===== src/rtl/lsq_pkg.sv =====
// Shared types and helpers for the LSQ memory-access stage.
package lsq_pkg;

    localparam int LSQ_PC_WIDTH   = 12;
    localparam int LSQ_ADDR_WIDTH = 32;
    localparam int LSQ_DATA_WIDTH = 32;

    localparam logic [2:0] F3_B  = 3'b000;
    localparam logic [2:0] F3_H  = 3'b001;
    localparam logic [2:0] F3_W  = 3'b010;
    localparam logic [2:0] F3_BU = 3'b100;
    localparam logic [2:0] F3_HU = 3'b101;

    typedef enum logic [1:0] {IDLE, REQ, WB} state_t;
    typedef enum logic [1:0] {SZ_B, SZ_H, SZ_W} size_t;

    typedef struct packed {
        logic                      is_load;
        logic [2:0]                funct3;
        logic [LSQ_PC_WIDTH-1:0]   pc;
        logic [LSQ_ADDR_WIDTH-1:0] address;
        logic [LSQ_DATA_WIDTH-1:0] data;
    } lsq_entry_t;

    // Unused encodings (011, 110, 111) fall through to word size.
    function automatic size_t f3_size(input logic [2:0] f3);
        case (f3[1:0])
            2'b00:   return SZ_B;
            2'b01:   return SZ_H;
            default: return SZ_W;
        endcase
    endfunction

    function automatic logic is_misaligned(input logic [2:0] f3, input logic [1:0] addr_lo);
        case (f3_size(f3))
            SZ_B:    return 1'b0;
            SZ_H:    return addr_lo[0];
            default: return (addr_lo != 2'b00);
        endcase
    endfunction

endpackage


===== src/rtl/lsq_mem_stage_load_aligner.sv =====
// Combinational load data alignment and sign/zero extension; also usable for
// a future store-to-load forwarding path.
module load_aligner
    import lsq_pkg::*;
(
    input  logic [31:0] i_rdata,
    input  logic [1:0]  i_addr_lo,
    input  logic [2:0]  i_funct3,
    output logic [31:0] o_result
);

    logic [7:0]  w_lane [4];
    logic [7:0]  w_byte;
    logic [15:0] w_half;
    logic        w_unsigned;

    generate
        for (genvar gi = 0; gi < 4; gi++) begin : g_lane
            assign w_lane[gi] = i_rdata[8*gi +: 8];
        end
    endgenerate

    assign w_byte     = w_lane[i_addr_lo];
    assign w_half     = i_addr_lo[1] ? {w_lane[3], w_lane[2]} : {w_lane[1], w_lane[0]};
    assign w_unsigned = i_funct3[2];

    always_comb begin
        o_result = i_rdata;
        case (f3_size(i_funct3))
            SZ_B:    o_result = w_unsigned ? {24'b0, w_byte} : {{24{w_byte[7]}}, w_byte};
            SZ_H:    o_result = w_unsigned ? {16'b0, w_half} : {{16{w_half[15]}}, w_half};
            default: o_result = i_rdata;
        endcase
    end

endmodule


===== src/rtl/lsq_mem_stage.sv =====
// Memory-access stage behind the LSQ: one entry at a time, req/ack memory port,
// aligned load writeback tagged by PC, and misalignment reported via writeback.
module lsq_mem_stage
    import lsq_pkg::*;
#(
    parameter int PC_WIDTH   = 12,
    parameter int ADDR_WIDTH = 32,
    parameter int DATA_WIDTH = 32
) (
    input  logic                  clk,
    input  logic                  reset,
    input  logic                  lsq_valid,
    output logic                  lsq_ready,
    input  logic                  lsq_is_load,
    input  logic [2:0]            lsq_funct3,
    input  logic [PC_WIDTH-1:0]   lsq_pc,
    input  logic [ADDR_WIDTH-1:0] lsq_address,
    input  logic [DATA_WIDTH-1:0] lsq_data,
    output logic                  mem_req,
    output logic                  mem_we,
    output logic [ADDR_WIDTH-1:0] mem_addr,
    output logic [DATA_WIDTH-1:0] mem_wdata,
    output logic [3:0]            mem_be,
    input  logic                  mem_ack,
    input  logic [DATA_WIDTH-1:0] mem_rdata,
    output logic                  wb_valid,
    input  logic                  wb_ready,
    output logic [PC_WIDTH-1:0]   wb_pc,
    output logic [DATA_WIDTH-1:0] wb_data,
    output logic                  wb_misaligned,
    output logic                  store_done
);

    state_t                r_state;
    logic                  r_lsq_ready;
    logic                  r_mem_req;
    logic                  r_mem_we;
    logic [ADDR_WIDTH-1:0] r_mem_addr;
    logic [DATA_WIDTH-1:0] r_mem_wdata;
    logic [3:0]            r_mem_be;
    logic                  r_wb_valid;
    logic [PC_WIDTH-1:0]   r_wb_pc;
    logic [DATA_WIDTH-1:0] r_wb_data;
    logic                  r_wb_misaligned;
    logic                  r_store_done;
    logic                  r_is_load;
    logic [PC_WIDTH-1:0]   r_pc;
    logic [1:0]            r_addr_lo;
    logic [2:0]            r_funct3;

    logic                  w_misaligned;
    logic [3:0]            w_be;
    logic [DATA_WIDTH-1:0] w_wdata;
    logic [DATA_WIDTH-1:0] w_load_result;

    assign w_misaligned = is_misaligned(lsq_funct3, lsq_address[1:0]);

    // Store data is replicated across lanes so the byte enables alone pick the target.
    always_comb begin
        w_be    = 4'b1111;
        w_wdata = lsq_data;
        case (f3_size(lsq_funct3))
            SZ_B: begin
                w_be    = 4'b0001 << lsq_address[1:0];
                w_wdata = {4{lsq_data[7:0]}};
            end
            SZ_H: begin
                w_be    = 4'b0011 << lsq_address[1:0];
                w_wdata = {2{lsq_data[15:0]}};
            end
            default: begin
                w_be    = 4'b1111;
                w_wdata = lsq_data;
            end
        endcase
    end

    load_aligner u_load_aligner (
        .i_rdata   (mem_rdata),
        .i_addr_lo (r_addr_lo),
        .i_funct3  (r_funct3),
        .o_result  (w_load_result)
    );

    always_ff @(posedge clk) begin
        if (reset) begin
            r_state         <= IDLE;
            r_lsq_ready     <= 1'b1;
            r_mem_req       <= 1'b0;
            r_mem_we        <= 1'b0;
            r_mem_addr      <= '0;
            r_mem_wdata     <= '0;
            r_mem_be        <= 4'b0000;
            r_wb_valid      <= 1'b0;
            r_wb_pc         <= '0;
            r_wb_data       <= '0;
            r_wb_misaligned <= 1'b0;
            r_store_done    <= 1'b0;
            r_is_load       <= 1'b0;
            r_pc            <= '0;
            r_addr_lo       <= 2'b00;
            r_funct3        <= 3'b000;
        end else begin
            r_store_done <= 1'b0;
            case (r_state)
                IDLE: begin
                    if (lsq_valid) begin
                        r_lsq_ready <= 1'b0;
                        r_is_load   <= lsq_is_load;
                        r_pc        <= lsq_pc;
                        r_addr_lo   <= lsq_address[1:0];
                        r_funct3    <= lsq_funct3;
                        if (w_misaligned) begin
                            r_state         <= WB;
                            r_wb_valid      <= 1'b1;
                            r_wb_pc         <= lsq_pc;
                            r_wb_data       <= '0;
                            r_wb_misaligned <= 1'b1;
                        end else begin
                            r_state     <= REQ;
                            r_mem_req   <= 1'b1;
                            r_mem_we    <= ~lsq_is_load;
                            r_mem_addr  <= {lsq_address[ADDR_WIDTH-1:2], 2'b00};
                            r_mem_wdata <= w_wdata;
                            r_mem_be    <= lsq_is_load ? 4'b1111 : w_be;
                        end
                    end
                end
                REQ: begin
                    if (mem_ack) begin
                        r_mem_req <= 1'b0;
                        if (r_is_load) begin
                            r_state         <= WB;
                            r_wb_valid      <= 1'b1;
                            r_wb_pc         <= r_pc;
                            r_wb_data       <= w_load_result;
                            r_wb_misaligned <= 1'b0;
                        end else begin
                            r_state      <= IDLE;
                            r_store_done <= 1'b1;
                            r_lsq_ready  <= 1'b1;
                        end
                    end
                end
                WB: begin
                    if (wb_ready) begin
                        r_state     <= IDLE;
                        r_wb_valid  <= 1'b0;
                        r_lsq_ready <= 1'b1;
                    end
                end
                default: begin
                    r_state     <= IDLE;
                    r_lsq_ready <= 1'b1;
                end
            endcase
        end
    end

    assign lsq_ready     = r_lsq_ready;
    assign mem_req       = r_mem_req;
    assign mem_we        = r_mem_we;
    assign mem_addr      = r_mem_addr;
    assign mem_wdata     = r_mem_wdata;
    assign mem_be        = r_mem_be;
    assign wb_valid      = r_wb_valid;
    assign wb_pc         = r_wb_pc;
    assign wb_data       = r_wb_data;
    assign wb_misaligned = r_wb_misaligned;
    assign store_done    = r_store_done;

endmodule


===== config.mk =====
export PLATFORM = sky130hd
export DESIGN_NAME = lsq_mem_stage
export DESIGN_NICKNAME = d
export VERILOG_FILES = /design/src/rtl/lsq_pkg.sv /design/src/rtl/lsq_mem_stage_load_aligner.sv /design/src/rtl/lsq_mem_stage.sv
export SDC_FILE = /design/constraint.sdc
export NUM_CORES = 1
export LEC_CHECK = 0
export ABC_AREA = 1
export CAP_MARGIN = 20
export CORE_ASPECT_RATIO = 1.4
export CORE_MARGIN = 2
export CORE_UTILIZATION = 45
export CTS_BUF_LIST = sky130_fd_sc_hd__clkbuf_8
export DETAILED_ROUTE_END_ITERATION = 8
export PLACE_DENSITY = 0.83
export SKIP_CTS_REPAIR_TIMING = 1
export SYNTH_ARGS = -nofsm -noshare
export SYNTH_HDL_FRONTEND = slang
export SYNTH_SLANG_ARGS = --single-unit

===== constraint.sdc =====
create_clock -name clk -period 1.62 [get_ports clk]
set_input_delay 0.162 -clock clk [delete_from_list [all_inputs] [get_ports clk]]
set_output_delay 0.162 -clock clk [all_outputs]
set_load 0.1 [all_outputs]

; Word level (Yosys, flattened, before mapping)
; Cells that the tools add are included.
[classes]
n_lt_le_gt_ge = 1
n_mux = 48
n_reduce_logical = 16
eq_ne = 13
shifts = 2
bitwise = 5
[op_table]
columns = cell, n
row1 = 32-bit two-way mux, 6
row2 = 32-bit one-hot mux with 2 select lines, 3
row3 = 12-bit two-way mux, 4
row4 = 12-bit one-hot mux with 2 select lines, 1
row5 = 8-bit binary-select mux with 2-bit select, 1
row6 = 16-bit two-way mux, 1
row7 = 8-bit two-way mux, 2
row8 = 1-bit two-way mux, 15
row9 = 2-bit inequality test (second input constant), 7
row10 = 2-bit by 1-bit equality test with 1-bit output (second input constant), 5
row11 = 2-bit logical NOT, 5
row12 = 2-bit two-way mux, 5
row13 = 2-bit one-hot mux with 2 select lines, 2
row14 = 4-bit one-hot mux with 2 select lines, 1
row15 = 4-bit AND reduction, 2
row16 = 1-bit one-hot mux with 2 select lines, 3
row17 = 1-bit one-hot mux with 3 select lines, 2
row18 = 2-bit one-hot mux with 3 select lines, 1
row19 = 3-bit AND reduction, 2
row20 = 6-bit AND reduction, 1
row21 = 5-bit AND reduction, 1
row22 = 4-bit two-way mux, 1
row23 = 1-bit NOT, 4
row24 = 2-bit nonzero test, 2
row25 = 8 further kinds, 8
[word_totals]
output_inout_bits = 118
wordCells = 101
ff_bits = 136
in_bits = 117

; Logic depth before layout (Yosys ltp)
; Gate-level depths: netlist of the first run.
[logic_depth]
word_depth = 9
mapped_depth = 11
depth_no_buf = 9

; Cells and area by module
; Synthesis of the first run repeated with hierarchy kept, for this count alone.
[unflattened]
hier_cells = 965
area_unflattened_um2 = 6632.6
[modules_own_cells]
columns = mod, cells_each, seq_area_each_um2, area_per_inst_um2, instances
row1 = lsq_mem_stage, 808, 2722.6, 5759.3, 1
row2 = load_aligner, 157, 0.0, 873.3, 1

; Least setup slack after synthesis of the first run
; No wires, ideal clock.
[synth_timing]
kind = flip-flop to flip-flop
from = register r_state[1]
to = register r_wb_pc[10], in the netlist wb_pc[10]
setup_slack_ns = 0.142
arrival_time_ns = 1.361
period_less_slack_ns = 1.478
path_buffers = 2
stages_incl_launch_ff = 10
setup_ns = 0.117
required_time_ns = 1.503
cell_sequence = dfxtp_1 inv_1 nand3_1 nand2_1 nor2_2 nand3_1 buf_4 buf_2 o21ai_1 nor2_1
[synth_via]
elab_chain_cells = 3
word_cells_on_any_way = 9
cone_classes = eq/ne: 5 / mux: 1 / reduce/logical: 3
[synth_rtl]
columns = element, line_no
row1 = from (decl), lsq_mem_stage.sv:34  ; state_t r_state;
row2 = from (signal assigned), lsq_mem_stage.sv:87  ; r_state <= IDLE;
row3 = from (signal assigned), lsq_mem_stage.sv:114  ; r_state <= WB;
row4 = from (signal assigned), lsq_mem_stage.sv:120  ; r_state <= REQ;
row5 = 2-bit by 1-bit equality test with 1-bit output or 2-bit logical NOT (tied branches), lsq_mem_stage.sv:105  ; case (r_state)
row6 = 2-bit inequality test (no line) or 2-bit nonzero test (tied branches), --
row7 = 5-bit AND reduction (no line), --
row8 = to (signal assigned), lsq_mem_stage.sv:116  ; r_wb_pc <= lsq_pc;
row9 = to (signal assigned), lsq_mem_stage.sv:135  ; r_wb_pc <= r_pc;
row10 = to (decl), lsq_mem_stage.sv:42  ; logic [PC_WIDTH-1:0] r_wb_pc;
; Several ways; a longest one is shown, not always the timed one.
; A chain may end at the register's enable or synchronous reset.

; Worst setup path in the final report of the first run
[layout_timing]
from = register r_state[0]
to = register r_wb_data[17], in the netlist wb_data[17]
[layout_via]
elab_chain_cells = 3
word_cells_on_any_way = 9
cone_classes = eq/ne: 5 / mux: 1 / reduce/logical: 3
[layout_rtl]
columns = element, line_no
row1 = 2-bit by 1-bit equality test with 1-bit output or 2-bit logical NOT (tied branches), lsq_mem_stage.sv:105
row2 = 2-bit inequality test (no line) or 2-bit nonzero test (tied branches), --
row3 = 5-bit AND reduction (no line), --
row4 = to (signal assigned), lsq_mem_stage.sv:136  ; r_wb_data <= w_load_result;
row5 = to (decl), lsq_mem_stage.sv:43  ; logic [DATA_WIDTH-1:0] r_wb_data;
; Several ways; a longest one is shown, not always the timed one.

==> metrics.yaml, run 1 <==
outcome: "finished, violations left"
failed_checks: "DRC"
reg2reg_depth: 10
diodes: 0
routed-via-count: 6615
start_util: 0.464
first_global_vias: 6555
synth_top_area_frac: 0.472
grt_max_degree: 49
r2r_setup_slack_ps: 20
clock.fmax_mhz: 624
io_pins: 235
max-cap-violations: 0
worst_slack_ps: 18.5
cts.path.max_buffers: 2
drcViolationCount: 1
critPathCaptureType: "flop"
critPathKind: "reg2reg"
synthTopCellsByCount: "nand2_1, dfxtp_1, o21ai_0, nor2_1, a21oi_1"
cp_data_arrival_time_ps: 1970
pre_cts_slack_ps: -322
core_sq_mm: 0.0124
utilization: 0.810
timing.final.crit_share: 0.989
synth.distinct_cells: 24
crit_path_max_fanout: 3
drt-total-wl_um: 19600
synth_edf_count: 0
clkTransAtPathRegs_ps: 80
vias_per_cell: 5.46
dp.cells: 1178
synth-seq-area-share: 0.472
rows: 48
grt_pass1_wl_um: 30800
synth_seq_cells: 136
drt_iter0_markers: 417
ctsRootBufferMaster: "clkbuf_8"
numCtsBuffers: 17
antenna_found_initial: 0
globalRouteOverflowTotal: 0
avgSynthCellArea_sq_um: 7.07
routabilityCongestion: 0.883
grt_use_total: 0.283
synth_area_leader_cell: "dfxtp_1"
peakVddDrop_uv: 725
startpoint: "r_state[0]"
insertion_delay_ps: 440
min_period_ps: 1600
port_buffers: 232
die_area_sq_mm: 0.0138
worstHoldPathType: "in2reg"
synth.area.top_cells: "dfxtp_1, o21ai_0, nand2_1"
worst_pin_slew_ps: 730
htreeDepth: 4
hold_violations: 0
yosys_most_used_dff: "dfxtp_1"
fin_worst_skew_ps: 13.4
min_from: "lsq_address[2]"
ys_warn_count: 0
die_x_um: 99.7
wire_per_inst_um: 16.2
finalSetupViolations: 0
yosysMostFrequentCell: "nand2_1"
drive_gt1_frac: 0.193
critPathRequiredTime_ps: 1990
p_per_area_mw_per_mm2: 1240
hpwl_um: 13800
die_h_um: 138
r2r_start: "r_state[0]"
async_reset_ff_frac: 0
ant_nets: 0
clock-sinks: 136
syn_inst: 816
cts_tree: "built"
dr.pass1.iters: 9
relSlewSlack: 0.513
startpoint_type: "flop"
nets: 1166
synth.cell_area_sq_mm: 0.00577
min_path_cells: 3
slew_violations: 0
synthToLayoutAreaGrowth_pct: 74.6
final_cells: 1211
power_leakage_nw: 4.26
-- routing by layer --
layer	share of wire	vias up	GRT usage
met5	0	-	0
li1	-	3160	-
met4	0.044	0	0.138
met2	0.51	383	0.509
met3	0.092	80	0.0998
met1	0.35	2992	0.291
-- placed cells by master (no fill, tap or decap), types with 4 or more instances in the layout --
master,count
a21oi_1,72
a31oi_1,16
buf_12,126
buf_4,27
clkbuf_8,17
clkdlybuf4s50_1,116
clkinvlp_4,4
dfxtp_1,134
inv_1,40
nand2_1,161
nand3_1,27
nand4_1,9
nor2_1,126
o211a_1,8
o21ai_0,132
o21ai_1,9
-- flip-flops by register name (all words and copies together), names as in the netlist --
register	cells
r_state	2
store_done	1
r_is_load	1
mem_req	1
mem_we	1
r_addr_lo	2
mem_be	4
wb_data	32
r_pc	12
mem_wdata	32
wb_pc	12
r_funct3	3
wb_valid	1
lsq_ready	1
wb_misaligned	1
mem_addr	30
-- report_power, final --
group / internal, mW / total (mW) / switching, mW
sequential: 3.72 / 4.08 / 0.360
clock: 1.53 / 2.91 / 1.38
combinational: 1.98 / 5.54 / 3.56
total: 7.23 / 12.5 / 5.30
-- layout make-up --
cell class	count	area (sq um)
clock buffers	17	234
clock inverters	14	174
fillers	735	2360
inverters	46	179
multi-input cells	578	2680
flip-flops and latches	136	2730
well taps	150	188
repair buffers	269	3890
repair inverters	1	7.51
-- stage by stage --
| step | cell area, sq um | hold slack [ps] | total power [mW] | TNS [ps] |
|---|---|---|---|---|
| after global routing | 10100 | 285 | 13.0 | -144 |
| after detailed placement | 9590 | 438 | 9.61 | -22950 |
| after global placement | 9590 | 431 | 9.53 | -18920 |
| after CTS | 10000 | 271 | 12.5 | -182 |
| final | 10100 | 292 | 12.5 | 0 |
| after floorplan | 5770 | 297 | 7.34 | 0 |
-- worst max-delay path: stages, from the launching register on --
cell,delay [ps]
dfxtp_1,330
buf_4,150
nand3_2,90
nand2_2,80
nor2_4,160
nand4_1,110
buf_4,180
buf_4,140
nor2_1,100
nand2_1,70
a21oi_1,130
-- cell families (layout without fill, tap and decap cells) --
logic type / count (synthesis) / after routing / share of synthesized area
AND/OR/NAND/NOR: 338 / 338 / 0.235
other: 1 / 2 / 0.000650
buffers and inverters: 103 / 347 / 0.0751
flip-flops: 136 / 136 / 0.472
AO/OA/AOI/OAI: 238 / 238 / 0.217
-- worst paths after layout --
path	endpoint
worst min register to register	r_pc[5]
worst max register to register	wb_data[17]
worst max-delay path	wb_data[17]
worst min-delay path	mem_addr[2]
Note: power is estimated with default switching activity, not from simulation.
==> run 2: changes to the inputs <==
--- a/config.mk
+++ b/config.mk
@@ -9,10 +9,10 @@
 export CAP_MARGIN = 20
 export CORE_ASPECT_RATIO = 1.4
 export CORE_MARGIN = 2
-export CORE_UTILIZATION = 45
-export CTS_BUF_LIST = sky130_fd_sc_hd__clkbuf_8
+export CORE_UTILIZATION = 43
+export CTS_BUF_LIST = sky130_fd_sc_hd__clkbuf_16
 export DETAILED_ROUTE_END_ITERATION = 8
-export PLACE_DENSITY = 0.83
+export PLACE_DENSITY = 0.8
 export SKIP_CTS_REPAIR_TIMING = 1
 export SYNTH_ARGS = -nofsm -noshare
 export SYNTH_HDL_FRONTEND = slang
==> run 2 against run 1 <==
Net effect: the flow now finishes without violations; clock power increased by 31%; utilization decreased by 2.8 points; via count fell by 1.3%; routed wire length increased by 5.2%; setup slack better by 11 ps; clock skew shrank 4.7 ps; clock-buffer cell count stayed put; global-route usage increased by 0.51 points; fmax is 0.69% higher; register-to-register slack barely moved.
==> metrics.yaml, run 2 (synthesis results as in run 1) <==
worst_pin_slew_ps: 527  # -203 ps
antenna_found_initial: 0  # unchanged
path_common_cell: "buf_4"
grt_max_degree: 61  # +24%
rows: 50  # +4.2%
reg2reg_depth: 10  # unchanged
routed-via-count: 6532  # -1.3%
drcViolationCount: 0  # -1
slew_violations: 0  # unchanged
crit_path_max_fanout: 4  # +1
htreeDepth: 4  # unchanged
ant_nets: 0  # unchanged
hpwl_um: 14700  # +6.8%
die_area_sq_mm: 0.0144  # +4.5%
critPathKind: "reg2reg"
clock.fmax_mhz: 629  # +0.69%
cts_tree: "built"
finalSetupViolations: 0  # unchanged
synthToLayoutAreaGrowth_pct: 79.9
numCtsBuffers: 17  # unchanged
start_util: 0.435  # -0.0291
dp.cells: 1228  # +4.2%
final_cell_mix: "nand2_1, o21ai_0, dfxtp_1, nor2_1, buf_12"
io_pins: 235  # unchanged
nFillCells: 882  # +20%
globalRouteOverflowTotal: 0  # unchanged
drive_gt1_frac: 0.201  # +0.00790
drt-total-wl_um: 20600  # +5.2%
relSlewSlack: 0.647  # +0.134
startpoint_type: "flop"
port_buffers: 232  # unchanged
critPathCaptureType: "flop"
min_period_ps: 1590  # -11.0 ps
insertion_delay_ps: 420  # -20 ps
utilization: 0.783  # -0.0275
power_leakage_nw: 4.42  # +3.7%
diodes: 0  # unchanged
ctsRootBufferMaster: "clkbuf_16"
die_h_um: 141  # +2.2%
max-cap-violations: 0  # unchanged
fin_worst_skew_ps: 8.70  # -4.70 ps
placed_cell_area_sq_mm: 0.00977  # +1.8%
core_sq_mm: 0.0133  # +6.7%
vias_per_cell: 5.18  # -5.2%
grt_pass1_wl_um: 32400  # +5.3%
startpoint: "r_state[1]"
crit_end: "wb_data[17]"
final_cells: 1261  # +4.1%
path_cells: "inv_1 > nand3_1 > nand2_2 > nor2_4 > buf_4 > nand4_1 > buf_4 > nor2_1 > nand2_1 > a21oi_1"
nets: 1183  # +1.5%
cp_data_arrival_time_ps: 1920  # -50 ps
die_x_um: 102  # +2.2%
worstHoldPathType: "in2reg"
r2r_setup_slack_ps: 30  # about the same
final_common_cell: "nand2_1"
crit_slowest_cell: "dfxtp_4"
outcome: "finished clean"
hold_violations: 0  # unchanged
cts.path.max_buffers: 2  # unchanged
r2r-end: "wb_data[17]"
min_from: "mem_ack"
grt_use_total: 0.288  # +0.00515
first_global_vias: 6528  # -0.41%
clkTransAtPathRegs_ps: 60  # -20 ps
peakVddDrop_uv: 834  # +15%
r2r_start: "r_state[1]"
p_per_area_mw_per_mm2: 1300  # +4.7%
critPathRequiredTime_ps: 1950  # -40 ps
fin_area_sq_mm: 0.0104  # +3.1%
design_power_total_mw: 13.5  # +7.9%
clock-sinks: 136  # unchanged
dr.pass1.iters: 5  # -4
routabilityCongestion: 0.898  # +1.7%
drt_iter0_markers: 283  # -32%
timing.final.crit_share: 0.982  # -0.00679
critPathMaxStageDelay_ps: 380  # +50 ps
wire_per_inst_um: 16.3  # +0.98%
## run 2: cell count changes in the layout (fill, tap and decap cells not counted), moves of 2 or more
cell,before,now
clkinv_1,2,5
nand3_2,1,3
clkbuf_16,0,17
nor2_2,3,1
buf_4,27,44
nand3_4,3,0
clkbuf_8,17,0
clkinv_2,2,0
## run 2: stage by stage
step	TNS (ps)	hold WS, ps	setup WS, ps
2_1_floorplan	0	297	142
3_3_place_gp	-20380	431	-296
3_5_place_dp	-22640	441	-274
4_1_cts	-165	312	-41.3
5_1_grt	-23.7	326	-23.7
6_report	0	322	29.5
## run 2: worst max-delay path: cells and delay by family, from the launching register on
family	cells	cell delay, ps
AND/OR/NAND/NOR	6	630
buffers and inverters	3	360
AO/OA/AOI/OAI	1	160
flip-flops	1	380
## run 2: how the worst min path moves through the flow
stage                         end  slack [ps]  cells after the start
finish                 store_done         320                      3
global route          mem_addr[3]         330                      3
CTS                 mem_wdata[19]         310                      3
detailed placement        r_pc[0]         440                      2
global placement          r_pc[4]         430                      2
floorplan            mem_addr[31]         300                      2
## run 2: cell type report
class,count,area (sq um),area share
timing repair buffer,287,4030,0.388
sequential,136,2730,0.263
multi-input combinational,578,2650,0.255
clock buffer,17,425,0.0410
tap,182,228,0.0219
inverter,46,173,0.0166
clock inverter,15,153,0.0147
## run 2: where the power goes
| part | internal (mW) | switching (mW) |
|---|---|---|
| clock | 2.27 | 1.56 |
| combinational | 2.05 | 3.56 |
| sequential | 3.73 | 0.367 |
## run 2: routing by layer
layer | up-vias | wire (um) | share of wire | track usage
met2 | 284 | 11100 | 0.54 | 0.519
met4 | 0 | 420 | 0.020 | 0.104
met1 | 3033 | 7380 | 0.36 | 0.308
met5 | - | 0 | 0 | 0
li1 | 3184 | - | - | -
met3 | 31 | 1730 | 0.084 | 0.0937
